--- src/rtl/cache_split2_5b.sv ---
// 1-to-2 steering splitter: tokens queue in an in-order FIFO and issue to port 0/1
// by their select bit, with at most one outstanding token per port.
module cache_split2_5b #(
   parameter int DEPTH   = 4,
   parameter int DW      = 5,
   parameter int SEL_BIT = 4,
   localparam int AW     = $clog2(DEPTH),
   localparam int CW     = $clog2(DEPTH + 1)
) (
   input  logic          clk,
   input  logic          rst,
   input  logic          i_drive,
   input  logic [DW-1:0] i_data,
   output logic          o_free,
   output logic          o_drive0,
   output logic          o_drive1,
   output logic [DW-1:0] o_data0,
   output logic [DW-1:0] o_data1,
   input  logic          i_free0,
   input  logic          i_free1,
   output logic [CW-1:0] o_count,
   output logic          o_overflow,
   output logic          o_err_free
);

   typedef enum logic {ST_IDLE, ST_BUSY} port_state_t;

   logic [DW-1:0] r_mem [DEPTH];
   logic [AW-1:0] r_wptr;
   logic [AW-1:0] r_rptr;
   logic [CW-1:0] r_count;
   logic          r_free;
   logic [1:0]    r_drive;
   logic [DW-1:0] r_data0;
   logic [DW-1:0] r_data1;
   logic          r_overflow;
   logic          r_err_free;

   logic [DW-1:0] w_head;
   logic          w_tgt;
   logic          w_pop;
   logic          w_push;
   logic          w_full;
   logic [1:0]    w_disp;
   logic [1:0]    w_busy;
   logic [1:0]    w_free_in;
   logic          w_err;

   assign w_free_in = {i_free1, i_free0};
   assign w_head    = r_mem[r_rptr];
   assign w_tgt     = w_head[SEL_BIT];
   // Head-of-line blocking: only the head may issue, and only to an idle port.
   assign w_pop     = (r_count != '0) && !w_busy[w_tgt];
   assign w_disp    = w_pop ? (w_tgt ? 2'b10 : 2'b01) : 2'b00;
   assign w_full    = (r_count == CW'(DEPTH));
   assign w_push    = i_drive && (!w_full || w_pop);
   assign w_err     = |(w_free_in & ~w_busy);

   generate
      for (genvar gi = 0; gi < 2; gi++) begin : g_port
         port_state_t r_state;
         port_state_t w_state_next;

         always_comb begin
            w_state_next = r_state;
            case (r_state)
               ST_IDLE: if (w_disp[gi])    w_state_next = ST_BUSY;
               ST_BUSY: if (w_free_in[gi]) w_state_next = ST_IDLE;
               default:                    w_state_next = ST_IDLE;
            endcase
         end

         always_ff @(posedge clk or posedge rst) begin
            if (rst) r_state <= ST_IDLE;
            else     r_state <= w_state_next;
         end

         assign w_busy[gi] = (r_state == ST_BUSY);
      end
   endgenerate

   always_ff @(posedge clk or posedge rst) begin
      if (rst) begin
         for (int k = 0; k < DEPTH; k++) r_mem[k] <= '0;
         r_wptr     <= '0;
         r_rptr     <= '0;
         r_count    <= '0;
         r_free     <= 1'b0;
         r_drive    <= 2'b00;
         r_data0    <= '0;
         r_data1    <= '0;
         r_overflow <= 1'b0;
         r_err_free <= 1'b0;
      end else begin
         r_free  <= w_pop;
         r_drive <= w_disp;
         if (w_disp[0]) r_data0 <= w_head;
         if (w_disp[1]) r_data1 <= w_head;
         if (w_push) begin
            r_mem[r_wptr] <= i_data;
            r_wptr        <= r_wptr + 1'b1;
         end
         if (w_pop) r_rptr <= r_rptr + 1'b1;
         r_count <= r_count + CW'(w_push) - CW'(w_pop);
         if (i_drive && !w_push) r_overflow <= 1'b1;
         if (w_err)              r_err_free <= 1'b1;
      end
   end

   assign o_free     = r_free;
   assign o_drive0   = r_drive[0];
   assign o_drive1   = r_drive[1];
   assign o_data0    = r_data0;
   assign o_data1    = r_data1;
   assign o_count    = r_count;
   assign o_overflow = r_overflow;
   assign o_err_free = r_err_free;

endmodule

--- config.mk ---
export PLATFORM = sky130hd
export DESIGN_NAME = cache_split2_5b
export DESIGN_NICKNAME = d
export VERILOG_FILES = /design/src/rtl/cache_split2_5b.sv
export SDC_FILE = /design/constraint.sdc
export NUM_CORES = 1
export LEC_CHECK = 0
export CAP_MARGIN = 30
export CELL_PAD_IN_SITES_DETAIL_PLACEMENT = 1
export CELL_PAD_IN_SITES_GLOBAL_PLACEMENT = 2
export CORE_ASPECT_RATIO = 1.5
export CORE_UTILIZATION = 34
export CTS_BUF_LIST = sky130_fd_sc_hd__clkbuf_8
export DETAILED_ROUTE_END_ITERATION = 10
export PLACE_DENSITY_LB_ADDON = 0.1
export SYNTH_ARGS = -nofsm -noshare
export SYNTH_HDL_FRONTEND = slang
export SYNTH_SLANG_ARGS = --single-unit
--- constraint.sdc ---
create_clock -name clk -period 2.85 [get_ports clk]
set_input_delay 0.4275 -clock clk [delete_from_list [all_inputs] [get_ports clk]]
set_output_delay 0.4275 -clock clk [all_outputs]
set_load 0.02 [all_outputs]
# Word-level counts from Yosys, hierarchy flattened
# Index checks and enable logic that the tools add are counted.
# word_totals
output_inout_bits,18
word_cells,56
inputBits,10
reg_bits,44
# classes
mux,16
n_lt_le_gt_ge,4
addsub,4
n_eq_ne,1
reduce_logical,10
bitwise,6
# ops
operator,n
$bwmux W20,1
$mux W5,3
$bmux W5 S2,1
$demux W5 S2,1
$ge A3 B3 Y1 const B,2
$mux W1,6
$not A2 Y3,2
$add A2 B1 Y2 const B,2
$logic_and A1 B1 Y1,4
$mux W2,2
$pmux W1 S2,2
$add A3 B1 Y3,1
$eq A3 B3 Y1 const B,1
$logic_not A1 Y1,3
$lt A3 B1 Y1 const B,1
$reduce_bool A3 Y1,1
$sub A3 B1 Y3,1
$and A2 B2 Y2,1
$lt A1 B2 Y1 const B,1
$not A1 Y1,2
$not A2 Y2,1
$reduce_or A2 Y1,1
$logic_or A1 B1 Y1,1

# Logic depth before layout (Yosys ltp)
# logic_depth
ltp_word,12
ltp_mapped,12
mapped_depth_nobuf,10

# Least setup slack after synthesis
# OpenSTA, ideal clock, no wires.
# synth_timing
kind,register -> register
from,register r_rptr[0]
to,"register r_count[2], in the netlist o_count[2]"
required_time_ns,2.720
t_arrival_ns,2.703
n_path_buf,2
period_less_slack_ns,2.833
stages_incl_launch_ff,13
setup_slack_ns,0.017
cell_sequence,dfrtp_1 buf_6 mux4_2 mux2i_4 buf_2 nor2_1 ha_1 inv_1 ha_1 inv_1 fa_1 xnor2_1 xnor2_1
# synth_between
elab_chain_cells,12
# synth_rtl
item,line_no,rtl
start: declaration,30,logic [AW-1:0] r_rptr;
start signal: assignment,103,if (w_pop) r_rptr <= r_rptr + 1'b1;
$not A2 Y3 (implied by the code) (*),50,assign w_head = r_mem[r_rptr];
$bmux W5 S2 (*),50,
$mux W5 (implied by the code) (*) (2 in series),50,
$mux W1 (implied by the code) (*) (2 in series),53,assign w_pop = (r_count != '0) && !w_busy[w_tgt];
$logic_not A1 Y1 (*),53,
$logic_and A1 B1 Y1 (*),53,
net w_pop,41,logic w_pop;
$logic_or A1 B1 Y1,56,assign w_push = i_drive && (!w_full || w_pop);
$logic_and A1 B1 Y1,56,
$add A3 B1 Y3,104,r_count <= r_count + CW'(w_push) - CW'(w_pop);
$sub A3 B1 Y3 (*),104,
end signal: assignment,104,
end: declaration,31,logic [CW-1:0] r_count;
# Mark *: on every way through the listed nets, which the timed path passes. The rest lies on a longest branch. The select of a mux whose other input is x is not followed.
# A chain may end at the register's enable or synchronous reset.

# Final worst setup path
# layout_timing
from,register r_rptr[0]
to,"register r_count[2], in the netlist o_count[2]"
# layout_between
elab_chain_cells,12
# layout_rtl
item,line_no
$not A2 Y3 (implied by the code) (*),50
$bmux W5 S2 (*),50
$mux W5 (implied by the code) (*) (2 in series),50
$mux W1 (implied by the code) (*) (2 in series),53
$logic_not A1 Y1 (*),53
$logic_and A1 B1 Y1 (*),53
$logic_or A1 B1 Y1,56
$logic_and A1 B1 Y1,56
$add A3 B1 Y3,104
$sub A3 B1 Y3 (*),104
# Every way passes the cells marked *; elsewhere a longest branch is shown, timed or not. The select of a mux whose other input is x is not followed.

==> results_dict.tcl <==
set metrics [dict create \
    status "finished clean" \
    grt_pass1_vias 1674 \
    start_util_pct 35.74 \
    firstDrtPassIters 3 \
    stdcell_count 279 \
    clock_latency_ns 0.29 \
    yosysWarnings 0 \
    power.share.sequential_pct 33.3 \
    die_area_sq_mm 0.006496 \
    maxSlewViolCount 0 \
    crit_type "register to register" \
    fmax_mhz 366.9 \
    cts_buffers 5 \
    fin_setup_tns_ns 0 \
    period_minus_slack_ns 2.726 \
    fp.dieH_um 98.22 \
    routed_wl_um 5074 \
    clock_power_share_pct 16.0 \
    post-route-drc-count 0 \
    sw_frac_of_total_pct 37.88 \
    gr-total-overflow 0 \
    cts.sinks 44 \
    switchingPower_mw 1.319 \
    intPower_mw 2.163 \
    grtUsageMet2_pct 29.83 \
    busiest_layer "met2" \
    coreArea_sq_mm 0.005871 \
    critPathLaunchType "register" \
    cts_max_path_buffers 2 \
    slowest_stage "mux4_2" \
    postSynthCellCount 173 \
    dieWidth_um 66.14 \
    met1_usage_pct 21.72 \
    synth_area_sq_mm 0.002098 \
    rows 34 \
    htree_levels 2 \
    worst_ep_arrival_time_ns 2.91 \
    initialDrtViolationCount 31 \
    syn_nets 190 \
    cpPeakStageDelay_ns 0.56 \
    drv_cap 0 \
    antenna_found_initial 0 \
    ctsHoldBuffers 0 \
    cts_tree "yes" \
    crit_path_cell_trace "mux4_2 -> mux2i_4 -> a21bo_2 -> ha_1 -> inv_1 -> ha_1 -> inv_1 -> fa_1 -> xnor2_2 -> xnor2_1" \
    avgSynthCellArea_sq_um 12.13 \
    grt_use_met3_pct 3.154 \
    power_density_mw_per_mm2 1330 \
    slew_headroom_pct 61.66 \
    worstSetupEndpointType "register" \
    detail_route.vias_per_cell 5.348 \
    vdd_drop_max_uv 451.4 \
    track_usage_pct 17.39 \
    rsz0062_at_grt "false" \
    final_common_cell "dfrtp_1" \
    dp_cells 270 \
    n_fill_cell 643 \
    finalCritPeriodShare_pct 95.64 \
    regArea_sq_mm 0.001101 \
    vias 1492 \
    cp_max_fo 3 \
    synth_seq_cells 44 \
    final.setup_skew_ns 0.002793 \
    hpwl_um 3683 \
    final-setup-viol-count 0 \
    ant_nets 0 \
    setup_ws_ns 0.1243 \
    clk_pin_slew_ns 0.08 \
    finalHoldViolations 0 \
    wl_per_cell_um 18.19 \
    worstMarginPinSlew_ns 0.5751 \
    io_buffers 27 \
    final_cell_mix "dfrtp_1 (44), clkdlybuf4s50_1 (27), and3_1 (16), nand3_1 (16)" \
    combPwrFrac_pct 50.7 \
    antenna_cells 0 \
    cts_root_buf "clkbuf_8" \
    grt_max_degree 45 \
    crit_required_ns 3.03 \
    place_congestion 0.7421 \
    pin_count 28 \
    place_ws_ns 0.1179 \
    final_nets 224 \
    drive_above_1_share_pct 19.81 \
    hold_path.class "register to register" \
    p_leak_nw 1.164 \
    synth-seq-area-share_pct 52.47 \
    grt_pass1_wl_um 8459 \
    synth.distinct_cells 30 \
    multiInputGateArea_sq_um 927.1 \
    syn2layout_area_growth_pct 24.81 \
]
flip-flops by register name, summed over array words and instances (netlist names):
register and count:
r_drive 2, o_free 1, o_err_free 1, r_rptr 2, r_mem 20, o_count 3
o_data1 5, o_overflow 1, r_wptr 2, o_data0 5, g_port.r_state 2
final cells by class:
type                    count  share of cell area, %
flip-flops and latches     44                  42.05
well taps                  72                  3.440
repair buffers             36                  12.90
inverters                   9                  1.290
clock inverters             2                  2.293
clock buffers               5                  2.628
multi-input cells         111                  35.40
critical path: cells and delay by family, from the launching register on:
| family | cells | cell delay, ns |
|---|---|---|
| compound gates | 1 | 0.23 |
| xor+xnor | 2 | 0.28 |
| flops | 1 | 0.37 |
| buf+inv | 2 | 0.11 |
| mux | 2 | 0.78 |
| fa+ha+maj | 3 | 0.83 |
per-layer routing:
metal | share of wire (%) | up-vias | wire, um
met3 | 2.5 | 6 | 126
met5 | 0 | - | 0
met1 | 44 | 770 | 2236
met2 | 52 | 27 | 2640
met4 | 1.4 | 0 | 71
li1 | - | 689 | -
cells in the mapped netlist, drive strengths merged:
library cell	number	area share [%]
a21bo	1	0.48
a21o	1	0.36
a21oi	4	0.95
a221o	9	4.3
and2	1	0.30
and3	16	4.8
buf	4	1.6
clkbuf	5	0.89
dfrtp	44	52
fa	1	0.95
ha	6	3.6
inv	9	1.6
mux2	13	7.0
mux2i	1	1.1
mux4	5	5.4
nand2	14	2.6
nand2b	1	0.30
nand3	16	3.8
nor2	2	0.36
nor2b	1	0.30
nor3	2	0.72
nor3b	2	0.72
o211ai	8	2.9
o21ai	1	0.24
o21bai	1	0.36
xnor2	3	1.3
xor2	2	0.83
worst paths after layout:
path,slack (ns),endpoint,startpoint,cells after the start
setup / recovery,0.12,o_count[2]$_DFF_PP0_,r_rptr[0]$_DFFE_PP0N_,10
hold / removal,0.46,o_overflow$_DFFE_PP0P_,o_overflow$_DFFE_PP0P_,1
setup reg to reg,0.12,o_count[2]$_DFF_PP0_,r_rptr[0]$_DFFE_PP0N_,10
hold reg to reg,0.46,o_overflow$_DFFE_PP0P_,o_overflow$_DFFE_PP0P_,1
max in group asynchronous,1.87,o_free$_DFF_PP0_,rst,3
min in group asynchronous,0.59,o_data0[2]$_DFFE_PP0P_,rst,3
kinds of logic (layout without fill, tap and decap cells):
family | Yosys count | in the layout | synth area share (%)
and+or+nand+nor | 55 | 55 | 13.89
DFF | 44 | 44 | 52.47
AOI/OAI and AO/OA | 25 | 25 | 9.541
muxes | 19 | 19 | 13.42
buffers and inverters | 18 | 52 | 4.055
adders and majority gates | 7 | 7 | 4.532
xor gates and xnor gates | 5 | 5 | 2.087
through the flow:
stage	area, sq um	power, mW	utilization (%)	hold slack, ns
6_report	2619	3.482	44.61	0.4635
5_1_grt	2619	3.747	44.61	0.5007
4_1_cts	2594	3.476	44.18	0.4711
3_5_place_dp	2465	2.902	41.99	0.4522
3_3_place_gp	2465	2.798	41.99	0.4431
2_1_floorplan	2098	2.322	-	0.4678
timing repair:
action | 4_1_cts | 5_1_grt
resized for setup | 0 | 2
buffers inserted | 0 | 2
endpoints found under the setup margin | 0 | 1
power by group through the flow:
stage          sequential, mW  clock (mW)  combinational, mW
5_1_grt                  1.21       0.599               1.94
6_report                 1.16       0.558               1.76
4_1_cts                  1.16       0.574               1.74
3_5_place_dp             1.17           0               1.73
2_1_floorplan            1.23           0               1.10
3_3_place_gp             1.14           0               1.66
Note: power is estimated with default switching activity, not from simulation.
